## config.mk

```make
export PLATFORM = sky130hd
export DESIGN_NAME = ct_f_spsram_param_clr_flat
export DESIGN_NICKNAME = d
export VERILOG_FILES = /design/src/rtl/ct_f_spsram_param_clr_if.sv /design/src/rtl/ct_f_spsram_param_clr.sv /design/src/flat_wrapper.sv
export SDC_FILE = /design/constraint.sdc
export NUM_CORES = 2
export LEC_CHECK = 0
export CELL_PAD_IN_SITES_DETAIL_PLACEMENT = 0
export CELL_PAD_IN_SITES_GLOBAL_PLACEMENT = 1
export CORE_ASPECT_RATIO = 2
export CORE_UTILIZATION = 48
export DETAILED_ROUTE_END_ITERATION = 10
export GPL_TIMING_DRIVEN = 1
export HOLD_SLACK_MARGIN = 0.1
export PLACE_DENSITY = 0.81
export SLEW_MARGIN = 20
export SYNTH_ARGS = -nofsm -noshare
export SYNTH_HDL_FRONTEND = slang
export SYNTH_SLANG_ARGS = --single-unit
```

## constraint.sdc

```tcl
create_clock -name CLK -period 3.4 [get_ports CLK]
set_input_delay 0.85 -clock CLK [delete_from_list [all_inputs] [get_ports CLK]]
set_output_delay 0.85 -clock CLK [all_outputs]
set_load 0.01 [all_outputs]
```

## src/rtl/ct_f_spsram_param_clr_if.sv

```systemverilog
// Access bus of the clearable single-port SRAM: address, active-low enables and mask,
// write data, clear request, read data and clear-engine busy flag.
interface ct_f_spsram_param_clr_if #(
    parameter int WIDTH      = 16,
    parameter int ADDR_WIDTH = 7
);
    logic [ADDR_WIDTH-1:0] A;
    logic                  CEN;
    logic                  GWEN;
    logic [WIDTH-1:0]      WEN;
    logic [WIDTH-1:0]      D;
    logic                  CLR;
    logic [WIDTH-1:0]      Q;
    logic                  BUSY;

    modport master (output A, CEN, GWEN, WEN, D, CLR, input Q, BUSY);
    modport slave  (input A, CEN, GWEN, WEN, D, CLR, output Q, BUSY);
endinterface

```

## src/rtl/ct_f_spsram_param_clr.sv

```systemverilog
// Parametrised single-port SRAM with per-bit masked write and a hardware clear engine.
// Optional macro SPSRAM_DOUT_REG_EN adds an output register (read latency 2).
module ct_f_spsram_param_clr #(
    parameter int              WIDTH      = 16,
    parameter int              DEPTH      = 128,
    parameter int              ADDR_WIDTH = 7,
    parameter logic [WIDTH-1:0] INIT_VALUE = '0
) (
    input  logic                      CLK,
    input  logic                      RST,
    ct_f_spsram_param_clr_if.slave    bus
);

    typedef enum logic [1:0] {
        ST_INIT  = 2'd0,
        ST_IDLE  = 2'd1,
        ST_FLUSH = 2'd2
    } state_t;

    localparam logic [ADDR_WIDTH-1:0] LAST_ADDR = ADDR_WIDTH'(DEPTH - 1);
    localparam logic [ADDR_WIDTH:0]   DEPTH_W   = (ADDR_WIDTH + 1)'(DEPTH);

    state_t                state_q, state_d;
    logic [ADDR_WIDTH-1:0] cnt_q, cnt_d;
    logic [WIDTH-1:0]      q_q, q_d;
`ifdef SPSRAM_DOUT_REG_EN
    logic [WIDTH-1:0]      rdata_q, rdata_d;
    logic                  rd_vld_q, rd_vld_d;
`endif

    logic [WIDTH-1:0]      mem [DEPTH];

    logic                  busy;
    logic                  in_range;
    logic                  access_ok;
    logic                  rd_en;
    logic                  mem_we;
    logic [ADDR_WIDTH-1:0] mem_addr;
    logic [WIDTH-1:0]      mem_wdata;
    logic [WIDTH-1:0]      mem_bmask;
    logic [WIDTH-1:0]      rd_word;

    // State register and datapath flops
    always_ff @(posedge CLK or posedge RST) begin
        if (RST) begin
            state_q  <= ST_INIT;
            cnt_q    <= '0;
            q_q      <= '0;
`ifdef SPSRAM_DOUT_REG_EN
            rdata_q  <= '0;
            rd_vld_q <= 1'b0;
`endif
        end else begin
            state_q  <= state_d;
            cnt_q    <= cnt_d;
            q_q      <= q_d;
`ifdef SPSRAM_DOUT_REG_EN
            rdata_q  <= rdata_d;
            rd_vld_q <= rd_vld_d;
`endif
        end
    end

    // Next-state logic
    always_comb begin
        state_d = state_q;
        cnt_d   = cnt_q;
        case (state_q)
            ST_INIT: begin
                if (cnt_q == LAST_ADDR) begin
                    cnt_d = '0;
`ifdef SPSRAM_DOUT_REG_EN
                    state_d = ST_FLUSH;
`else
                    state_d = ST_IDLE;
`endif
                end else begin
                    cnt_d = cnt_q + ADDR_WIDTH'(1);
                end
            end
            ST_FLUSH: state_d = ST_IDLE;
            ST_IDLE: begin
                if (bus.CLR) begin
                    state_d = ST_INIT;
                    cnt_d   = '0;
                end
            end
            default: begin
                state_d = ST_INIT;
                cnt_d   = '0;
            end
        endcase
    end

    // Output / memory-port decode; CLR wins over any access in the same cycle
    always_comb begin
        busy      = (state_q != ST_IDLE);
        in_range  = ({1'b0, bus.A} < DEPTH_W);
        access_ok = (state_q == ST_IDLE) && !bus.CLR && !bus.CEN;
        rd_en     = access_ok && bus.GWEN;
        mem_we    = 1'b0;
        mem_addr  = bus.A;
        mem_wdata = bus.D;
        mem_bmask = ~bus.WEN;
        if (state_q == ST_INIT) begin
            mem_we    = 1'b1;
            mem_addr  = cnt_q;
            mem_wdata = INIT_VALUE;
            mem_bmask = '1;
        end else if (access_ok && !bus.GWEN && in_range) begin
            mem_we    = 1'b1;
        end
    end

    // Read path; out-of-range reads return zero
    always_comb begin
        rd_word = in_range ? mem[bus.A] : '0;
`ifdef SPSRAM_DOUT_REG_EN
        rdata_d  = rd_en ? rd_word : rdata_q;
        rd_vld_d = rd_en;
        q_d      = rd_vld_q ? rdata_q : q_q;
`else
        q_d      = rd_en ? rd_word : q_q;
`endif
    end

    // Single behavioural array with per-bit masked write
    always_ff @(posedge CLK) begin
        if (mem_we) begin
            for (int i = 0; i < WIDTH; i++) begin
                if (mem_bmask[i]) mem[mem_addr][i] <= mem_wdata[i];
            end
        end
    end

    assign bus.Q    = q_q;
    assign bus.BUSY = busy;

endmodule
```

## src/flat_wrapper.sv

```systemverilog
// flat-port wrapper written by rule: the top's interface ports become plain ports
module ct_f_spsram_param_clr_flat 
#(
    parameter int              WIDTH      = 16,
    parameter int              DEPTH      = 128,
    parameter int              ADDR_WIDTH = 7,
    parameter logic [WIDTH-1:0] INIT_VALUE = '0
)
  (CLK, RST, bus_A, bus_CEN, bus_GWEN, bus_WEN, bus_D, bus_CLR, bus_Q, bus_BUSY);
  ct_f_spsram_param_clr_if #(.WIDTH(WIDTH), .ADDR_WIDTH(ADDR_WIDTH)) bus_i ();
  input  logic CLK;
  input  logic RST;
  input wire logic [$bits(bus_i.A)-1:0] bus_A;
  input wire logic [$bits(bus_i.CEN)-1:0] bus_CEN;
  input wire logic [$bits(bus_i.GWEN)-1:0] bus_GWEN;
  input wire logic [$bits(bus_i.WEN)-1:0] bus_WEN;
  input wire logic [$bits(bus_i.D)-1:0] bus_D;
  input wire logic [$bits(bus_i.CLR)-1:0] bus_CLR;
  output wire logic [$bits(bus_i.Q)-1:0] bus_Q;
  output wire logic [$bits(bus_i.BUSY)-1:0] bus_BUSY;
  assign bus_i.A = bus_A;
  assign bus_i.CEN = bus_CEN;
  assign bus_i.GWEN = bus_GWEN;
  assign bus_i.WEN = bus_WEN;
  assign bus_i.D = bus_D;
  assign bus_i.CLR = bus_CLR;
  assign bus_Q = bus_i.Q;
  assign bus_BUSY = bus_i.BUSY;
  ct_f_spsram_param_clr #(.WIDTH(WIDTH), .DEPTH(DEPTH), .ADDR_WIDTH(ADDR_WIDTH), .INIT_VALUE(INIT_VALUE)) u_core (.CLK(CLK), .RST(RST), .bus(bus_i));
endmodule
```

# [Yosys cells after proc, flatten, opt, wreduce, memory -nomap -nowiden]
# Memory sizes are Yosys's and may differ from the RTL's. A register that Yosys moved wholly into a read port is not among the register bits.
# Index checks and enable logic that the tools add are counted.
[totals] output_inout_bits=17 elab_cells=81 memories=1 input_bits=44 mem_bits_rw=2048 ff_bits=9
[memory_table] memory="u_core.mem" words=128 width=16 read_ports=1 rd_ports_with_merged_regs=1 write_ports=1 line_no="ct_f_spsram_param_clr.sv:31" text="logic [WIDTH-1:0] mem [DEPTH];"
[classes] n_bitwise=2 addsub=1 mux=59 eq_ne=6 n_reduce_logical=10
[ops] op="two-way mux 1 bit" count=50
[ops] op="two-way mux 16 bit" count=2
[ops] op="two-way mux 7 bit" count=3
[ops] op="one-hot mux 7 bit (3 select lines)" count=1
[ops] op="inverter 16 bit" count=1
[ops] op="adder 7 x 1 -> 7 bit, second input constant" count=1
[ops] op="equality test 7 bit, second input constant" count=1
[ops] op="one-hot mux 2 bit (3 select lines)" count=1
[ops] op="logical AND 1 bit" count=4
[ops] op="two-way mux 2 bit" count=2
[ops] op="inequality test 2 x 1 -> 1 bit, second input constant" count=2
[ops] op="AND reduction 2 bit" count=2
[ops] op="zero test 1 bit" count=3
[ops] op="equality test 2 x 1 -> 1 bit, second input constant" count=1
[ops] op="equality test 2 bit, second input constant" count=1
[ops] op="zero test 2 bit" count=1
[ops] op="inequality test 2 bit, second input constant" count=1
[ops] op="inverter 1 bit" count=1

# [Depth between registers and ports, before layout]
[logic_depth] ltp_word=8 depth_mapped=11 mapped_depth_nobuf=6

# [Worst setup path after synthesis]
# No wires, ideal clock.
[synth_path] kind="register -> register" startpoint="register u_core.state_q[0]" endpoint="memory u_core.mem[0][14], data pin" path_buffers=3 arrival_ns=2.737 t_required_ns=2.865 path_stages_with_launch=5 slack_ns=0.128 synth_period_minus_slack_ns=3.272 setup_time_ns=0.535 path_cell_list="dfrtp_1 buf_2 buf_2 clkbuf_1 and2_1"
[synth_via] elab_chain_cells=2
[synth_rtl] item="start, declared" line_no="ct_f_spsram_param_clr.sv:23" text="state_t state_q, state_d;"
[synth_rtl] item="start signal, assigned" line_no="ct_f_spsram_param_clr.sv:54" text="state_q <= state_d;"
[synth_rtl] item="zero test 2 bit" line_no="ct_f_spsram_param_clr.sv:105" text="if (state_q == ST_INIT) begin"
[synth_rtl] item="two-way mux 16 bit" line_no="ct_f_spsram_param_clr.sv:105"
[synth_rtl] item="net u_core.mem_wdata[14]" line_no="ct_f_spsram_param_clr.sv:39" text="logic [WIDTH-1:0] mem_wdata;"
[synth_rtl] item="end, declared" line_no="ct_f_spsram_param_clr.sv:31"
# The timed path passes the listed nets, and every way through them passes these cells.

# [Final worst setup path]
[layout_path] startpoint="register u_core.state_q[0]" endpoint="output bus_BUSY"
[layout_via] elab_chain_cells=1
[layout_rtl] item="inequality test 2 x 1 -> 1 bit" line_no="ct_f_spsram_param_clr.sv:97" text="busy = (state_q != ST_IDLE);"
[layout_rtl] item="end, declared" line_no="flat_wrapper.sv:20" text="output wire logic [$bits(bus_i.BUSY)-1:0] bus_BUSY;"
# No other way between the ends.

==> key figures <==
Logic synthesis
  – Most used DFF post-synth: edfxtp_1
  – Largest family of logic cells by synthesized area: multiplexers
  – Post-synthesis adder-cell area fraction: 0.000139
  – Compound-gate portion of the synthesized area: 0.0349
  – Post-synth EDFFs: 2048
  – Synth Instances: 6409
  – Seq cells post-synth: 2072
  – Sequential area share after synthesis: 0.688
  – Syn Area/Cell: 14.1 µm²
  – Multiplexer area fraction after synthesis: 0.135
  – Xor and xnor area share after synthesis: 0.000291
  – Post-Synthesis Cell Area: 90300 µm²
  – Async SR Flop Fraction: 0.0116
  – Syn Nets: 6454
  – Simple-gate share of the synthesized area: 0.108
  – Netlist cell types: 63
  – Synthesis Warnings: 0

Detailed routing
  – Vias per cell: 6.23
  – First-pass DRT Iterations: 6
  – Vias post-DR: 58098
  – Wire length per cell: 31.4 µm
  – Drt total wl: 293000 µm
  – Number of routed nets with antenna violations: 0
  – DRC viols: 0
  – DR iter-0 viols: 7070

Timing
  – Final setup vio count: 0
  – Skew final: 0.0500 ns
  – Period Utilization, post-route: 0.988
  – Fmax: 298 MHz
  – Slew headroom: 0.232
  – Worst hold slack: 0.616 ns
  – Max-slew violations: 0
  – Crit path time final: 3.36 ns
  – Worst Tran Pin Value: 1.15 ns
  – Final Hold Viols: 0
  – RSZ-0062 raised after global routing: false

Critical path
  – CP peak stage delay: 0.67 ns
  – Crit-path slowest cell: clkdlybuf4s50_1
  – CP top delay family: buffers and inverters
  – Arrival @ worst endpoint: 2.51 ns
  – Reg2Reg Launch Point: u_core.state_q[0]$_DFFE_PP0P_
  – FF-to-FF setup slack: 0.52 ns
  – Setup CP Type: register to primary output
  – Worst reg-to-reg path cell count: 7
  – Worst-path fanout max: 15
  – Crit path depth: 2
  – CP Capture Type: primary output
  – Crit-path cells: inv_2 -> clkdlybuf4s50_1
  – Reg2Reg Capture Point: u_core.bus.Q[2]$_DFFE_PP0P_
  – WP data required: 2.55 ns
  – Worst setup SP type: register
  – CP Buf/Inv Count: 2

Global route
  – Total congestion overflow: 0
  – Largest net degree at the start of global routing: 129
  – Total track usage: 0.308
  – First-pass GRT wire length: 410000 µm
  – Vias in the first global route: 58434
  – Initial antenna violation count: 9

Cells and area
  – Area Growth Syn to Fin: 15.3%
  – Layout Nets: 6754
  – Fraction of layout cells with a size suffix above 1: 0.197

Floorplan
  – Initial cell density of the core: 0.484
  – Core area: 186000 µm²
  – Chip height: 615 µm
  – Rows: 224
  – I/O pins: 61
  – Area of the die: 190000 µm²
  – Die width: 309 µm

Worst hold path
  – Hold Path Class: register to register
  – Hold path depth: 1
  – Hold Startpoint: u_core.cnt_q[5]$_DFFE_PP0P_
  – Hold Crit Endpoint: u_core.cnt_q[5]$_DFFE_PP0P_

Clock network
  – Num Clock Sinks: 2072
  – CTS tree: yes
  – H-tree levels: 4
  – CTS buffer count: 178
  – Clk root buf: clkbuf_16
  – Post-CTS Setup Inserts: 0
  – Worst-skew pair later-pin latency: 0.85 ns
  – CTS clk-pin slew, worst paths: 0.08 ns
  – Post-CTS Hold Fix Bufs: 0
  – CTS resizes: 0
  – Maximum clock insertion buffer count: 4

Job
  – Max_cap viols: 0

Place
  – Post-DP HPWL: 196000 µm
  – Routability-driven placement congestion ratio: 0.961
  – Port-buffer cells: 60

Power
  – Int Pwr: 42.4 mW
  – PnR Total Power: 56.4 mW
  – Switching part of the total: 0.247
  – P_leak: 41.0 nW
  – Net Switching: 13.9 mW
  – Sequential Power Share: 0.517
  – Peak supply drop: 0.369 mV
  – PD cells: 541 nW/µm²
  – Clock power frac: 0.365
  – Logic pwr share: 0.118

Status
  – Status: complete, no violations
[through the flow]
step | std cells | area, µm² | utilization | TNS [ns] | worst slack, ns
after floorplan | 6409 | 90300 | - | 0 | 0.128
after global placement | 9015 | 98400 | 0.528 | -17.58 | -0.340
after detailed placement | 9015 | 98400 | 0.528 | -14.30 | -0.315
after CTS | 9329 | 104000 | 0.559 | 0 | 0.0547
after global routing | 9330 | 104000 | 0.559 | 0 | 0.0478
final | 9333 | 104000 | 0.559 | 0 | 0.0420
[power by group through the flow]
stage	registers, mW	clock network [mW]	logic, mW
after CTS	29.1	20.7	6.54
after floorplan	29.6	0	3.39
after global routing	29.2	21.5	6.84
after global placement	29.6	0	6.38
after detailed placement	29.7	0	6.51
final	29.1	20.6	6.66
[cell type report]
type,instances,area [µm²]
antenna,4,10.0
fill,14641,82300
clock inverter,109,1010
clock buffer,205,4660
tap,2486,3110
multi-input combinational,3736,25300
inverter,10,42.5
timing repair buffer,711,7890
sequential,2072,62100
[logic make-up after synthesis]
kind of cell	count (synthesis)
adders and majority gates	1
muxes	768
DFF	2072
xor gates and xnor gates	3
and+or+nand+nor	2510
buffers and inverters	601
AOI/OAI and AO/OA	454
[sequential cells by signal, summed over array words and instances (netlist names)]
signal / cells
u_core.cnt_q: 7
u_core.mem: 2048
u_core.bus.Q: 16
u_core.state_q: 1
[worst register-to-register path, stage by stage (launching register included)]
cell       delay [ns]
dfrtp_2          0.39
inv_2            0.29
nor2_1           0.30
nand3b_1         0.22
buf_4            0.30
buf_4            0.26
a2111oi_0        0.78
o22ai_1          0.18
[layout by cell type (no fill, tap or decap), drive strengths merged, types with 8 or more instances in the layout]
master         netlist  final
nand3               14     14
nand2              203    203
mux2i              403    403
mux4               355    355
a221oi               8      8
a22oi               50     50
a311oi              14     14
a2111oi             16     16
clkbuf             260    205
inv                  9     16
o32ai                8      8
clkinvlp             0      8
o22ai               86     86
o21ai               61     61
nor2              2167   2167
clkinv               1     76
bufinv               0     19
and2                23     23
a21oi               74     74
o221ai              35     35
clkdlybuf4s50        0     54
a31oi               16     16
o211ai              12     12
buf                331    657
dfrtp               24     24
nor4                25     25
nor2b                8      8
edfxtp            2048   2048
mux2                10     10
a211oi              31     31
nor3                49     49
o31ai               23     23
[cells in the mapped netlist, types with 8 or more instances]
master / instances / area, µm²
o211ai_1: 12 / 90.1
mux2i_1: 402 / 4020
a21oi_1: 74 / 370
o21ai_0: 47 / 235
a22oi_1: 50 / 375
nor2_1: 2152 / 8080
and2_1: 23 / 144
a311oi_1: 14 / 123
buf_1: 69 / 259
nor4_1: 25 / 156
a2111oi_0: 12 / 105
o22ai_1: 86 / 538
o32ai_1: 8 / 70.1
nor2_2: 13 / 81.3
nor2b_1: 8 / 50.1
clkbuf_1: 259 / 972
nand2_1: 199 / 747
buf_2: 159 / 796
o21ai_1: 14 / 70.1
o221ai_1: 35 / 307
edfxtp_1: 2048 / 61500
nor3_1: 49 / 245
buf_6: 57 / 642
buf_4: 40 / 300
a211oi_1: 31 / 233
o31ai_1: 23 / 173
dfrtp_1: 24 / 601
mux4_2: 355 / 8000
nand3_1: 14 / 70.1
a221oi_1: 8 / 70.1
a31oi_1: 11 / 68.8
mux2_2: 10 / 113
[layer usage]
layer | share of wire | wire length, µm | GRT usage
met1 | 0.30 | 88400 | 0.321
met2 | 0.50 | 148000 | 0.530
met3 | 0.081 | 23800 | 0.0454
met4 | 0.11 | 33200 | 0.287
met5 | 0.00010 | 30 | 0
[worst max path at each step]
stage                             startpoint                          end  slack (ns)
2_1_floorplan  u_core.state_q[0]$_DFFE_PP0P_  u_core.mem[0][14]$_DFFE_PP_        0.13
3_5_place_dp                        bus_A[0]  u_core.bus.Q[2]$_DFFE_PP0P_       -0.31
6_report       u_core.state_q[0]$_DFFE_PP0P_                     bus_BUSY        0.04
3_3_place_gp                        bus_A[0]  u_core.bus.Q[2]$_DFFE_PP0P_       -0.34
4_1_cts        u_core.state_q[0]$_DFFE_PP0P_                     bus_BUSY        0.05
5_1_grt        u_core.state_q[0]$_DFFE_PP0P_                     bus_BUSY        0.05
(Power assumes the default switching activity.)
